[src/rtl/simple_pipe_pkg.sv]
// ============================================================================
// simple_pipe_pkg : core update modes and per-channel next-state rule
// Revision 1.0
// ============================================================================
`default_nettype none

package simple_pipe_pkg;

   typedef enum logic [1:0] {
      TOGGLE  = 2'b00,
      SETHOLD = 2'b01,
      CAPTURE = 2'b10,
      CLEAR   = 2'b11
   } mode_e;

   // One channel of the core; p is the already-combined operand inp1 & inp2.
   function automatic logic core_next(input logic q, input logic p, input mode_e mode);
      logic nxt;
      nxt = q;
      case (mode)
         TOGGLE:  nxt = p & ~q;
         SETHOLD: nxt = q | p;
         CAPTURE: nxt = p;
         CLEAR:   nxt = 1'b0;
         default: nxt = q;
      endcase
      return nxt;
   endfunction

endpackage

`default_nettype wire

[src/rtl/simple_pipe_stage.sv]
// ============================================================================
// simple_pipe_stage : one elastic register slice with valid/ready handshake
// Revision 1.0
// ============================================================================
`default_nettype none

module simple_pipe_stage
   import simple_pipe_pkg::*;
#(
   parameter int WIDTH = 8
) (
   input  logic             clk_i,
   input  logic             rst_ni,
   input  logic             valid_i,
   input  logic [WIDTH-1:0] data_i,
   output logic             ready_o,
   output logic             valid_o,
   output logic [WIDTH-1:0] data_o,
   input  logic             ready_i
);

   logic             valid_q, valid_d;
   logic [WIDTH-1:0] data_q,  data_d;

   // Ready is combinational from downstream so a full chain moves without bubbles.
   assign ready_o = ~valid_q | ready_i;

   always_comb begin
      valid_d = valid_q;
      data_d  = data_q;
      if (ready_o) begin
         valid_d = valid_i;
         if (valid_i) begin
            data_d = data_i;
         end
      end
   end

   always_ff @(posedge clk_i) begin
      if (!rst_ni) begin
         valid_q <= 1'b0;
         data_q  <= '0;
      end else begin
         valid_q <= valid_d;
         data_q  <= data_d;
      end
   end

   assign valid_o = valid_q;
   assign data_o  = data_q;

endmodule

`default_nettype wire

[src/rtl/simple_pipe.sv]
// ============================================================================
// simple_pipe : WIDTH-channel selectable next-state core feeding a DEPTH-stage
//               elastic pipeline with registered occupancy count
// Revision 1.0
// ============================================================================
`default_nettype none

module simple_pipe
   import simple_pipe_pkg::*;
#(
   parameter int WIDTH      = 8,
   parameter int DEPTH      = 9,
   parameter bit INVERT_OUT = 1'b0,
   parameter int OCC_W      = $clog2(DEPTH + 1)
) (
   input  logic             tau2015_clk,
   input  logic             tau2015_rst_n,
   input  logic [WIDTH-1:0] inp1,
   input  logic [WIDTH-1:0] inp2,
   input  logic [1:0]       mode,
   input  logic             in_valid,
   output logic             in_ready,
   output logic [WIDTH-1:0] out,
   output logic             out_valid,
   input  logic             out_ready,
   output logic [OCC_W-1:0] occupancy
);

   localparam logic [OCC_W-1:0] c_occ_one = OCC_W'(1);

   logic [WIDTH-1:0] core_q, core_d;
   logic [OCC_W-1:0] occ_q, occ_d;

   logic [WIDTH-1:0] w_p;
   logic [WIDTH-1:0] w_core_next;
   logic             w_accept;
   logic             w_pop;
   logic             w_valid [DEPTH+1];
   logic             w_ready [DEPTH+1];
   logic [WIDTH-1:0] w_data  [DEPTH+1];

   assign w_p      = inp1 & inp2;
   assign w_accept = in_valid & w_ready[0];
   assign w_pop    = w_valid[DEPTH] & out_ready;

   for (genvar c = 0; c < WIDTH; c++) begin : g_core
      assign w_core_next[c] = core_next(core_q[c], w_p[c], mode_e'(mode));
   end

   assign core_d = w_accept ? w_core_next : core_q;

   always_ff @(posedge tau2015_clk) begin
      if (!tau2015_rst_n) begin
         core_q <= '0;
      end else begin
         core_q <= core_d;
      end
   end

   // Stage 1 captures the freshly computed core value on the same edge the core updates.
   assign w_valid[0]     = in_valid;
   assign w_data[0]      = w_core_next ^ {WIDTH{INVERT_OUT}};
   assign w_ready[DEPTH] = out_ready;

   for (genvar s = 0; s < DEPTH; s++) begin : g_stage
      simple_pipe_stage #(
         .WIDTH (WIDTH)
      ) u_stage (
         .clk_i   (tau2015_clk),
         .rst_ni  (tau2015_rst_n),
         .valid_i (w_valid[s]),
         .data_i  (w_data[s]),
         .ready_o (w_ready[s]),
         .valid_o (w_valid[s+1]),
         .data_o  (w_data[s+1]),
         .ready_i (w_ready[s+1])
      );
   end

   always_comb begin
      occ_d = occ_q;
      case ({w_accept, w_pop})
         2'b10:   occ_d = occ_q + c_occ_one;
         2'b01:   occ_d = occ_q - c_occ_one;
         default: occ_d = occ_q;
      endcase
   end

   always_ff @(posedge tau2015_clk) begin
      if (!tau2015_rst_n) begin
         occ_q <= '0;
      end else begin
         occ_q <= occ_d;
      end
   end

   assign in_ready  = w_ready[0];
   assign out       = w_data[DEPTH];
   assign out_valid = w_valid[DEPTH];
   assign occupancy = occ_q;

endmodule

`default_nettype wire

[config.mk]
export PLATFORM = sky130hd
export DESIGN_NAME = simple_pipe
export DESIGN_NICKNAME = d
export VERILOG_FILES = /design/src/rtl/simple_pipe_pkg.sv /design/src/rtl/simple_pipe_stage.sv /design/src/rtl/simple_pipe.sv
export SDC_FILE = /design/constraint.sdc
export NUM_CORES = 1
export LEC_CHECK = 0
export ABC_AREA = 1
export BUFFER_PORTS_ARGS = -buffer_cell sky130_fd_sc_hd__buf_2
export CORE_ASPECT_RATIO = 0.6
export CORE_MARGIN = 2
export CORE_UTILIZATION = 29
export DETAILED_ROUTE_END_ITERATION = 6
export PLACE_DENSITY_LB_ADDON = 0.15
export SKIP_LAST_GASP = 1
export SLEW_MARGIN = 15
export SYNTH_ARGS = -nofsm -noshare
export SYNTH_HDL_FRONTEND = slang
export SYNTH_SLANG_ARGS = --single-unit
[constraint.sdc]
create_clock -name tau2015_clk -period 4.9 [get_ports tau2015_clk]
set_clock_uncertainty 0.2 [all_clocks]
set_input_delay 0.735 -clock tau2015_clk [delete_from_list [all_inputs] [get_ports tau2015_clk]]
set_output_delay 0.735 -clock tau2015_clk [all_outputs]
set_load 0.005 [all_outputs]
## Word-level counts from Yosys, hierarchy flattened

Index checks and enable logic that the tools add are counted.

- Register bits after elaboration: 93
- Output and inout port bits: 14

- Bitwise logic cells: 45
- Eq/ne operators: 5
- Mux-type cells: 9
- Reductions and logical operators: 11
- $add $sub $neg: 2

Operators by type and width:

| cell | number |
|---|---|
| 1-bit case mux with 4 select lines | 8 |
| 2-bit AND reduction | 9 |
| 1-bit inverter | 17 |
| 1-bit bitwise OR | 17 |
| 1-bit AND | 10 |
| 8-bit AND | 1 |
| 4-bit case mux with 2 select lines | 1 |
| 2-bit == test, second input constant | 3 |
| 4-bit by 1-bit adder with 4-bit output, second input constant | 1 |
| 2-bit by 1-bit == test with 1-bit output, second input constant | 2 |
| 4-bit by 1-bit subtractor with 4-bit output, second input constant | 1 |
| 2-bit logical NOT | 1 |
| 2-bit nonzero test | 1 |

## Logic depth before layout (Yosys ltp)

Gate-level depths: netlist of the first run.

- Word-level depth: 13
- Mapped depth: 15
- Mapped depth without buffers: 15

## Modules after synthesis

A second synthesis of the first run with hierarchy kept.

- Cells, all modules: 650
- Area total of the unflattened synthesis: 5109.9 um^2

Modules (own cells, without submodules):

| module | times used | seq. area each (um^2) | cells each | area each (um^2) |
|---|---|---|---|---|
| simple_pipe_stage | 9 | 180.2 | 57 | 478.0 |
| simple_pipe | 1 | 240.2 | 137 | 808.3 |

## Worst setup path after synthesis of the first run

OpenSTA, ideal clock, no wires.

- Path type: input port to flip-flop
- Start: in out_ready
- End: reg occ_q[2] (netlist: occupancy[2])
- Path buffers: 0
- Data arrival time: 2540 ps
- Data required time: 4585 ps
- Library setup time: 115 ps
- Stages on the path: 14
- Slack: 2045 ps
- Cells stage by stage: inv_1 > nand3_2 > nor2_4 > nand4_4 > nor2_4 > nand3_4 > nand2_1 > ha_1 > xor2_1 > ha_1 > a21oi_1 > xor2_1 > o21ai_0 > inv_1

- Word-level cells in the longest chain between the ends: 12

Ends and longest elaborated chain:

| element | RTL line | source |
|---|---|---|
| start: declaration | simple_pipe.sv:25 | `input logic out_ready,` |
| 1-bit bitwise OR (9 in a row) | simple_pipe_stage.sv:26 | `assign ready_o = ~valid_q \| ready_i;` |
| 1-bit AND | simple_pipe.sv:43 | `assign w_accept = in_valid & w_ready[0];` |
| 2-bit by 1-bit == test with 1-bit output / 2-bit == test (equally long branches) | simple_pipe.sv:82 | `case ({w_accept, w_pop})` |
| 4-bit case mux with 2 select lines / 2-bit nonzero test (equally long branches) | - |  |
| end signal: assignment | simple_pipe.sv:91 | `occ_q <= '0;` |
| end signal: assignment | simple_pipe.sv:93 | `occ_q <= occ_d;` |
| end: declaration | simple_pipe.sv:32 | `logic [OCC_W-1:0] occ_q, occ_d;` |

Several ways; a longest one is shown, not always the timed one.
A chain may end at the register's enable or synchronous reset.

## Worst setup path after layout of the first run

Same ends and word-level chain as after synthesis.

==> flow_metrics.env, run 1 <==
export IMPL_path_clk_slew_ns=0.06
export IMPL_finalMaxSlewViolations=0
export IMPL_initial_utilization_pct=29.8
export IMPL_crit_chain="buf_2, inv_1, nand3_2, nor2_4, nand4_4, nor2_4, nand3_4, nand2_1, ha_1, xor2_1, ha_1, a21oi_1, xor2_1, o21ai_0, inv_1"
export IMPL_wl_per_cell_um=10.7
export IMPL_fillers=1201
export IMPL_syn_to_final_growth_pct=16.5
export IMPL_hold_class="reg2reg"
export IMPL_maxCapViolations=0
export IMPL_worstPathArrival_ns=3.01
export IMPL_cts_setup_buffers=0
export IMPL_vias=2832
export IMPL_diodes=0
export IMPL_die_w_um=143
export IMPL_finalHoldViolCount=0
export IMPL_fin_ws_ns=1.92
export IMPL_run_status="completed"
export IMPL_ys_ff_latch=85
export IMPL_grt_total_usage_pct=12.3
export IMPL_clk_latency_ns=0.33
export IMPL_max_slew_worst_pin_slew_ns=0.595
export IMPL_netlist_area_um2=3370
export IMPL_place_congestion=0.685
export IMPL_cts_buffers=9
export IMPL_ant_nets=0
export IMPL_worst_path_max_fanout=17
export IMPL_power_per_cell_area_nw_per_um2=356
export IMPL_clock_fmax_ghz=0.335
export IMPL_setup_tns_ns=0
export IMPL_whs_path_depth=2
export IMPL_grt_pass1_wl_mm=12.2
export IMPL_syn_inst=446
export IMPL_rsz0062_at_grt="false"
export IMPL_tritoncts="done"
export IMPL_syn_area_per_cell_um2=7.55
export IMPL_cp_required_ns=4.92
export IMPL_ctsRootBufferMaster="clkbuf_16"
export IMPL_cts_buffer_depth=2
export IMPL_core_rowCount=30
export IMPL_fin_crit_ns=2.98
export IMPL_cts_htree_levels=3
export IMPL_yosysUniqueCellTypes=24
export IMPL_drive_above_1_share_pct=12.2
export IMPL_critical_path_slowest_cell="ha_1"
export IMPL_drt_vias_per_instance=4.40
export IMPL_final_setup_viol_count=0
export IMPL_layout_nets=506
export IMPL_peakVddDrop_mv=0.155
export IMPL_dp_hpwl_mm=4.92
export IMPL_drc=0
export IMPL_fin_area_um2=3920
export IMPL_synth_fp_nets=471
export IMPL_fin_total_pwr_mw=1.40
export IMPL_cts_sinks=85
export IMPL_rrSetupSlack_ns=2.10
export IMPL_io_buffers=35
export IMPL_end_kind="register"
export IMPL_grt_max_degree=69
export IMPL_first_global_vias=2683
export IMPL_ys_warn_count=0
export IMPL_ctsHoldBuffers=0
export IMPL_dp_slack_ns=1.57
export IMPL_dieArea_um2=12500
export IMPL_synth_seq_area_share_pct=50.5
export IMPL_cp_start_kind="primary input"
export IMPL_finalCritPeriodShare_pct=60.8
export IMPL_coreArea_um2=11300
export IMPL_drt_wl_total_mm=6.91
export IMPL_critPathKind="in2reg"
export IMPL_cts_resized=0
export IMPL_dpl_cell_area_um2=3670
export IMPL_relSlewSlack_pct=60.3
export IMPL_firstDrtPassIters=4
export IMPL_antenna_found_initial=0
export IMPL_rr_worst_depth=13
export IMPL_cpPeakStageDelay_ns=0.26
export IMPL_leakage_nw=1.74
export IMPL_ios=36
export IMPL_drtIter0Drc=127
export IMPL_grt_overflow_total=0
export IMPL_dieHeight_um=87.5
[power by group]
group,leakage (nW),internal (mW),switching [mW]
Clock,0.130,0.345,0.248
Sequential,0.690,0.709,0.0136
Combinational,0.923,0.0317,0.0502
[per-stage QoR]
| step | std cells | hold slack [ns] | util (%) |
|---|---|---|---|
| 2_1_floorplan | 446 | 0.238 | - |
| 3_3_place_gp | 630 | 0.252 | 32.5 |
| 3_5_place_dp | 630 | 0.255 | 32.5 |
| 4_1_cts | 643 | 0.264 | 34.7 |
| 5_1_grt | 643 | 0.275 | 34.7 |
| 6_report | 643 | 0.261 | 34.7 |
[path summary, 6_finish.rpt]
check,from,end
worst min-delay path,g_stage[1].u_stage.data_o[6]$_SDFFE_PN0P_,g_stage[1].u_stage.data_o[6]$_SDFFE_PN0P_
worst max register to register,g_stage[8].u_stage.valid_o$_SDFFE_PN0P_,occupancy[2]$_SDFFE_PN0P_
worst max-delay path,out_ready,occupancy[2]$_SDFFE_PN0P_
worst min register to register,g_stage[1].u_stage.data_o[6]$_SDFFE_PN0P_,g_stage[1].u_stage.data_o[6]$_SDFFE_PN0P_
[registers in the layout (all words and copies together) (netlist names)]
signal,flops
g_stage.u_stage.data_o,64
g_stage.u_stage.valid_o,9
occupancy,4
core_q,8
[synthesized netlist by cell type]
cell type    n  area (um2)
nand4_4      1        21.3
nor2_4       2        22.5
xor2_1       2        17.5
nand3_1     17        85.1
dfxtp_1     85        1700
nand3_2      2        20.0
a21oi_2      1        8.76
nand2_1     51         191
clkinv_1     1        3.75
ha_1         3        37.5
clkbuf_8     2        27.5
a21oi_1     26         130
nand2_2      1        6.26
clkbuf_1     7        26.3
nand4_1      1        6.26
a22oi_1      1        7.51
buf_6        2        22.5
nor2_1     129         484
nand3_4      1        17.5
xnor2_1      1        8.76
o21ai_0     74         370
buf_2        1        5.00
nand2_4      2        22.5
inv_1       33         124
[logic make-up (layout without fill, tap and decap cells)]
group                    count (synthesis)  after routing  synth area share, %
AO/OA/AOI/OAI                          102            102                 15.3
XOR/XNOR                                 3              3                0.780
adder cells (fa/ha/maj)                  3              3                 1.11
buffers and inverters                   46             83                 6.20
flip-flops                              85             85                 50.5
AND/OR/NAND/NOR                        207            207                 26.0
[per-layer routing]
metal / wire [um] / GRT usage (%) / vias up
met5: 0 / 0 / -
met4: 81 / 4.32 / 0
met3: 246 / 3.96 / 6
met2: 2660 / 18.0 / 36
met1: 3920 / 17.0 / 1280
li1: - / - / 1510
[critical path, delay by kind of cell]
kind | cells | cell delay (ns)
AO/OA/AOI/OAI | 2 | 0.19
XOR/XNOR | 2 | 0.42
adder cells (fa/ha/maj) | 2 | 0.45
buffers and inverters | 3 | 0.23
AND/OR/NAND/NOR | 6 | 0.97
[layout by cell type, fill, tap and decap left out, types with 2 or more instances in the layout]
cell type / instances
nor2_1: 129
dfxtp_1: 85
o21ai_0: 74
nand2_1: 51
buf_2: 35
inv_1: 33
a21oi_1: 26
nand3_1: 17
clkbuf_16: 9
ha_1: 3
clkinv_2: 3
xor2_1: 2
nand3_2: 2
nor2_4: 2
nand2_4: 2
[area by class of cell]
| cell class | count | area, um2 | share of cell area, % |
|---|---|---|---|
| Sequential cell | 85 | 1700 | 43.4 |
| Inverter | 34 | 128 | 3.25 |
| Multi-Input combinational cell | 315 | 1460 | 37.1 |
| Timing Repair Buffer | 36 | 183 | 4.66 |
| Tap cell | 160 | 200 | 5.10 |
| Clock inverter | 3 | 15.0 | 0.383 |
| Clock buffer | 10 | 239 | 6.09 |
(Power assumes the default switching activity.)
==> run 2, diff against run 1 <==
--- a/config.mk
+++ b/config.mk
@@ -5,7 +5,7 @@
 export SDC_FILE = /design/constraint.sdc
 export NUM_CORES = 1
 export LEC_CHECK = 0
-export ABC_AREA = 1
+export ABC_AREA = 0
 export BUFFER_PORTS_ARGS = -buffer_cell sky130_fd_sc_hd__buf_2
 export CORE_ASPECT_RATIO = 0.6
 export CORE_MARGIN = 2
==> constraint.sdc (replaced) <==
create_clock -name tau2015_clk -period 2.4 [get_ports tau2015_clk]
set_clock_uncertainty 0.2 [all_clocks]
set_input_delay 0.36 -clock tau2015_clk [delete_from_list [all_inputs] [get_ports tau2015_clk]]
set_output_delay 0.36 -clock tau2015_clk [all_outputs]
set_load 0.005 [all_outputs]
==> flow_metrics.env, run 2 <==
export IMPL_run_status="completed"
export IMPL_first_global_vias=2482
export IMPL_max_slew_worst_pin_slew_ns=0.498
export IMPL_yosys_top_cells_count="dfxtp_1 (85), nand2_1 (45), nand3_1 (35), nor2b_1 (35), mux2i_1 (34)"
export IMPL_maxCapViolations=0
export IMPL_wl_per_cell_um=12.4
export IMPL_cp_start_kind="register"
export IMPL_grt_overflow_total=0
export IMPL_io_buffers=35
export IMPL_cpPeakStageDelay_ns=0.35
export IMPL_end_kind="register"
export IMPL_critical_path_slowest_cell="dfxtp_2"
export IMPL_cts_htree_levels=3
export IMPL_final_setup_viol_count=0
export IMPL_syn_inst=361
export IMPL_drc=0
export IMPL_cts_sinks=85
export IMPL_finalCritPeriodShare_pct=94.8
export IMPL_drive_above_1_share_pct=21.3
export IMPL_relSlewSlack_pct=66.8
export IMPL_syn_area_per_cell_um2=9.68
export IMPL_clock_fmax_ghz=0.440
export IMPL_synth_edff_count=0
export IMPL_leakage_nw=1.73
export IMPL_ys_dominant_reg_cell="dfxtp_1"
export IMPL_grt_pass1_wl_mm=12.1
export IMPL_drtIter0Drc=114
export IMPL_synth_most_common_cell="dfxtp_1"
export IMPL_peakVddDrop_mv=0.347
export IMPL_yosysUniqueCellTypes=39
export IMPL_drt_wl_total_mm=7.03
export IMPL_final_cell_count_no_fill=568
export IMPL_synth_top_cell_area_share_pct=48.7
export IMPL_core_rowCount=30
export IMPL_fillers=1172
export IMPL_grt_max_degree=87
export IMPL_antenna_found_initial=0
export IMPL_ctsRootBufferMaster="clkbuf_16"
export IMPL_worstPathArrival_ns=2.34
export IMPL_fin_hold_ws_ns=0.101
export IMPL_synth_area_leader_cell="dfxtp_1"
export IMPL_ant_nets=0
export IMPL_netlist_area_um2=3490
export IMPL_setup_tns_ns=0
export IMPL_diodes=0
export IMPL_dieHeight_um=89.0
export IMPL_layout_nets=430
export IMPL_finalMaxSlewViolations=0
export IMPL_die_w_um=146
export IMPL_place_inst=551
export IMPL_fin_crit_ns=2.27
export IMPL_swShare_pct=20.8
export IMPL_vias=2608
export IMPL_finalHoldViolCount=0
export IMPL_syn_to_final_growth_pct=21.7
export IMPL_synth_seq_area_share_pct=48.7
export IMPL_grt_total_usage_pct=11.8
export IMPL_worst_path_max_fanout=5
export IMPL_cts_buffer_depth=2
export IMPL_synthArstFlopShare_pct=0
export IMPL_dp_hpwl_mm=4.86
export IMPL_clk_latency_ns=0.33
export IMPL_final_cell_mix="dfxtp_1 (84), nand2_1 (45), nand3_1 (35), nor2b_1 (35), buf_2 (35)"
export IMPL_ys_ff_latch=85
export IMPL_initial_utilization_pct=30.3
export IMPL_internal_power_mw=2.32
export IMPL_coreArea_um2=11500
export IMPL_largest_register_ffs=64
export IMPL_layout_commonest_cell="dfxtp_1"
export IMPL_cts_buffers=9
export IMPL_p_sw_mw=0.611
export IMPL_ys_top_cells_by_area="dfxtp_1 (49%), mux2i_1 (9.7%), nor2b_1 (6.3%)"
export IMPL_critPathKind="reg2reg"
export IMPL_synth_fp_nets=386
export IMPL_fin_ws_ns=0.126
export IMPL_drt_vias_per_instance=4.59
export IMPL_dp_slack_ns=-0.127
export IMPL_firstDrtPassIters=4
export IMPL_power_per_cell_area_nw_per_um2=690
export IMPL_hold_class="in2reg"
export IMPL_place_congestion=0.683
export IMPL_dieArea_um2=13000
export IMPL_path_clk_slew_ns=0.06
export IMPL_power_frac_seq_pct=49.1
export IMPL_crit_chain="nand4b_1, o31ai_4, ha_4, xor2_2, ha_2, a21oi_2, xor2_1, or3_1, a21boi_1"
export IMPL_rsz0062_at_grt="true"
export IMPL_clockPowerShare_pct=45.6
export IMPL_ios=36
export IMPL_tritoncts="done"
export IMPL_cp_required_ns=2.47
export IMPL_power_frac_comb_pct=5.2
export IMPL_ys_warn_count=0
[run 2: changes by cell type in the layout (fill, tap and decap cells not counted), sizes merged, moves of 4 or more]
cell	change
nand3	+15
buf	+19
o221a	+8
a21boi	+21
nor2b	+35
o221ai	+8
nand2b	+4
o21a	+4
nand2	-9
mux2i	+34
inv	-28
nor2	-120
o21ai	-53
a21oi	-25
[run 2: metrics by stage]
step / total power [mW] / util (%) / cell area [um2]
final: 2.93 / 36.9 / 4250
after CTS: 2.98 / 36.5 / 4210
after detailed placement: 1.62 / 34.1 / 3930
after global routing: 3.07 / 36.9 / 4250
after floorplan: 1.57 / - / 3510
after global placement: 1.62 / 34.1 / 3930
[run 2: critical path: cells and delay by family, from the launching register on]
| family | cells | cell delay (ns) |
|---|---|---|
| simple gates | 2 | 0.47 |
| flops | 1 | 0.35 |
| compound gates | 3 | 0.48 |
| fa+ha+maj | 2 | 0.39 |
| xor+xnor | 2 | 0.30 |
[run 2: area by class of cell]
class	count	area, um2	area share (%)
clock buffers	12	246	5.80
clock inverters	2	35.0	0.824
inverters	5	18.8	0.441
multi-input cells	249	1710	40.2
flip-flops and latches	85	1700	40.0
well taps	160	200	4.71
repair buffers	55	342	8.03
[run 2: power by group through the flow]
stage / combinational, mW / clock, mW / sequential (mW)
after floorplan: 0.0981 / 0 / 1.47
final: 0.153 / 1.34 / 1.44
after global placement: 0.147 / 0 / 1.47
after CTS: 0.149 / 1.39 / 1.44
after global routing: 0.172 / 1.45 / 1.44
after detailed placement: 0.149 / 0 / 1.47
[run 2: routing by layer]
layer | track usage, % | routed length (um) | vias up | share of wire [%]
met2 | 16.9 | 2730 | 35 | 39
met4 | 2.94 | 73 | 0 | 1.0
met1 | 16.4 | 3950 | 1220 | 56
met3 | 5.00 | 272 | 7 | 3.9
li1 | - | - | 1346 | -
met5 | 0 | 0 | - | 0
[run 2: path summary, 6_finish.rpt]
path,start,to,slack [ns],cells past startpoint
worst min-delay path,in_valid,g_stage[0].u_stage.valid_o$_SDFFE_PN0N_,0.10,3
worst max register to register,g_stage[7].u_stage.valid_o$_SDFFE_PN0P_,occupancy[2]$_SDFFE_PN0P_,0.13,9
worst max-delay path,g_stage[7].u_stage.valid_o$_SDFFE_PN0P_,occupancy[2]$_SDFFE_PN0P_,0.13,9
worst min register to register,g_stage[4].u_stage.data_o[0]$_SDFFE_PN0P_,g_stage[4].u_stage.data_o[0]$_SDFFE_PN0P_,0.25,2
[run 2: logic make-up (layout without fill, tap and decap cells)]
| kind of cell | after synthesis | count (layout) | share of synthesized area, % |
|---|---|---|---|
| AND/OR/NAND/NOR | 140 | 140 | 20.6 |
| flip-flops | 85 | 85 | 48.7 |
| AO/OA/AOI/OAI | 69 | 69 | 15.9 |
| multiplexers | 34 | 34 | 9.74 |
| buffers and inverters | 27 | 74 | 3.30 |
| adder cells (fa/ha/maj) | 3 | 3 | 1.07 |
| XOR/XNOR | 3 | 3 | 0.752 |
[run 2: what timing repair did]
action                     CTS  global route
setup endpoints to repair    0             2
setup buffers                0             3
hold buffers                 0             0
gates resized for setup      0             5
==> run 3, diff against run 2 <==
--- a/config.mk
+++ b/config.mk
@@ -6,12 +6,12 @@
 export NUM_CORES = 1
 export LEC_CHECK = 0
 export ABC_AREA = 0
-export BUFFER_PORTS_ARGS = -buffer_cell sky130_fd_sc_hd__buf_2
+export BUFFER_PORTS_ARGS = -buffer_cell sky130_fd_sc_hd__clkbuf_2
 export CORE_ASPECT_RATIO = 0.6
 export CORE_MARGIN = 2
 export CORE_UTILIZATION = 29
 export DETAILED_ROUTE_END_ITERATION = 6
-export PLACE_DENSITY_LB_ADDON = 0.15
+export PLACE_DENSITY = 0.5
 export SKIP_LAST_GASP = 1
 export SLEW_MARGIN = 15
 export SYNTH_ARGS = -nofsm -noshare
==> flow_metrics.env, run 3 (synthesis gave the netlist of run 2 again) <==
export IMPL_end_kind="register"
export IMPL_cts_setup_buffers=0
export IMPL_peakVddDrop_mv=0.245
export IMPL_dieArea_um2=13000
export IMPL_finalHoldViolCount=0
export IMPL_grt_total_usage_pct=11.1
export IMPL_leakage_nw=1.70
export IMPL_power_frac_comb_pct=5.0
export IMPL_max_slew_worst_pin_slew_ns=0.485
export IMPL_clk_latency_ns=0.34
export IMPL_dieHeight_um=89.0
export IMPL_final_setup_viol_count=0
export IMPL_finalMaxSlewViolations=0
export IMPL_drtIter0Drc=125
export IMPL_maxCapViolations=0
export IMPL_worstPathArrival_ns=2.35
export IMPL_ios=36
export IMPL_rsz0062_at_grt="true"
export IMPL_drt_wl_total_mm=6.70
export IMPL_firstDrtPassIters=4
export IMPL_first_global_vias=2372
export IMPL_finalCritPeriodShare_pct=94.8
export IMPL_dp_hpwl_mm=4.56
export IMPL_worst_path_max_fanout=5
export IMPL_dpl_cell_area_um2=3910
export IMPL_cts_buffers=9
export IMPL_layout_commonest_cell="dfxtp_1"
export IMPL_critPathKind="reg2reg"
export IMPL_vias=2536
export IMPL_io_buffers=35
export IMPL_die_w_um=146
export IMPL_hold_class="in2reg"
export IMPL_relSlewSlack_pct=67.7
export IMPL_fillers=1189
export IMPL_finish_utilization_pct=36.5
export IMPL_ant_nets=0
export IMPL_coreArea_um2=11500
export IMPL_swShare_pct=22.2
export IMPL_fin_crit_ns=2.28
export IMPL_grt_overflow_total=0
export IMPL_setup_tns_ns=0
export IMPL_internal_power_mw=2.26
export IMPL_p_sw_mw=0.645
export IMPL_clockPowerShare_pct=45.4
export IMPL_power_per_cell_area_nw_per_um2=689
export IMPL_run_status="completed"
export IMPL_cp_start_kind="register"
export IMPL_cp_required_ns=2.47
export IMPL_grt_max_degree=103
export IMPL_clock_fmax_ghz=0.439
export IMPL_tritoncts="done"
export IMPL_final_cell_mix="dfxtp_1 (84), nand2_1 (45), nand3_1 (35), nor2b_1 (35), clkbuf_2 (35)"
export IMPL_power_frac_seq_pct=49.7
export IMPL_syn_to_final_growth_pct=20.5
export IMPL_grt_pass1_wl_mm=11.4
export IMPL_initial_utilization_pct=30.3
export IMPL_fin_hold_ws_ns=0.116
export IMPL_fin_area_um2=4210
export IMPL_diodes=0
export IMPL_place_congestion=0.712
export IMPL_largest_register_ffs=64
export IMPL_core_rowCount=30
export IMPL_drc=0
export IMPL_wl_per_cell_um=11.8
export IMPL_cts_buffer_depth=2
export IMPL_cts_sinks=85
export IMPL_drt_vias_per_instance=4.49
export IMPL_layout_nets=425
export IMPL_antenna_found_initial=0
export IMPL_path_clk_slew_ns=0.06
export IMPL_cts_htree_levels=3
export IMPL_drive_above_1_share_pct=20.5
export IMPL_ctsRootBufferMaster="clkbuf_16"
[run 3: worst paths after layout]
check | slack (ns) | depth (start not counted) | startpoint | to
setup / recovery | 0.12 | 9 | g_stage[7].u_stage.valid_o$_SDFFE_PN0P_ | occupancy[2]$_SDFFE_PN0P_
hold / removal | 0.12 | 3 | in_valid | g_stage[0].u_stage.valid_o$_SDFFE_PN0N_
setup reg to reg | 0.12 | 9 | g_stage[7].u_stage.valid_o$_SDFFE_PN0P_ | occupancy[2]$_SDFFE_PN0P_
hold reg to reg | 0.26 | 2 | g_stage[4].u_stage.data_o[2]$_SDFFE_PN0P_ | g_stage[4].u_stage.data_o[2]$_SDFFE_PN0P_
[run 3: power by group through the flow]
stage / combinational (mW) / clock (mW) / sequential [mW]
2_1_floorplan: 0.0981 / 0 / 1.47
6_report: 0.144 / 1.32 / 1.44
5_1_grt: 0.160 / 1.42 / 1.44
3_3_place_gp: 0.143 / 0 / 1.47
4_1_cts: 0.145 / 1.37 / 1.44
3_5_place_dp: 0.144 / 0 / 1.47
[run 3: cell type report]
cell class              count  area (um2)  share of cell area (%)
clock inverters             4        32.5                   0.773
inverters                   5        18.8                   0.446
flip-flops and latches     85        1700                    40.4
repair buffers             50         304                    7.22
clock buffers              12         256                    6.09
well taps                 160         200                    4.75
multi-input cells         249        1700                    40.3
[run 3: what timing repair did]
item / in CTS / in global routing
hold buffers: 0 / 0
gates resized for setup: 0 / 3
setup endpoints to repair: 0 / 2
[run 3: worst max-delay path: stages (launching register included)]
cell and delay [ns]:
dfxtp_2 0.35, nand4b_1 0.18, o31ai_4 0.33, ha_4 0.18
xor2_1 0.15, ha_2 0.19, a21oi_2 0.04, xor2_1 0.15
or3_1 0.31, a21boi_1 0.12
[run 3: layer usage]
layer / GRT usage [%] / routed length, um / vias to the layer above
met1: 15.1 / 3850 / 1155
met4: 4.81 / 105 / 0
met3: 4.13 / 279 / 10
met2: 15.8 / 2460 / 27
met5: 0 / 0 / -
li1: - / - / 1344
[run 3: stage by stage]
stage | setup WS (ns) | total power, mW | instances
global route | -0.00504 | 3.02 | 565
global placement | -0.0170 | 1.61 | 549
floorplan | -0.105 | 1.57 | 361
finish | 0.124 | 2.90 | 565
CTS | 0.0553 | 2.95 | 565
detailed placement | -0.0355 | 1.62 | 549
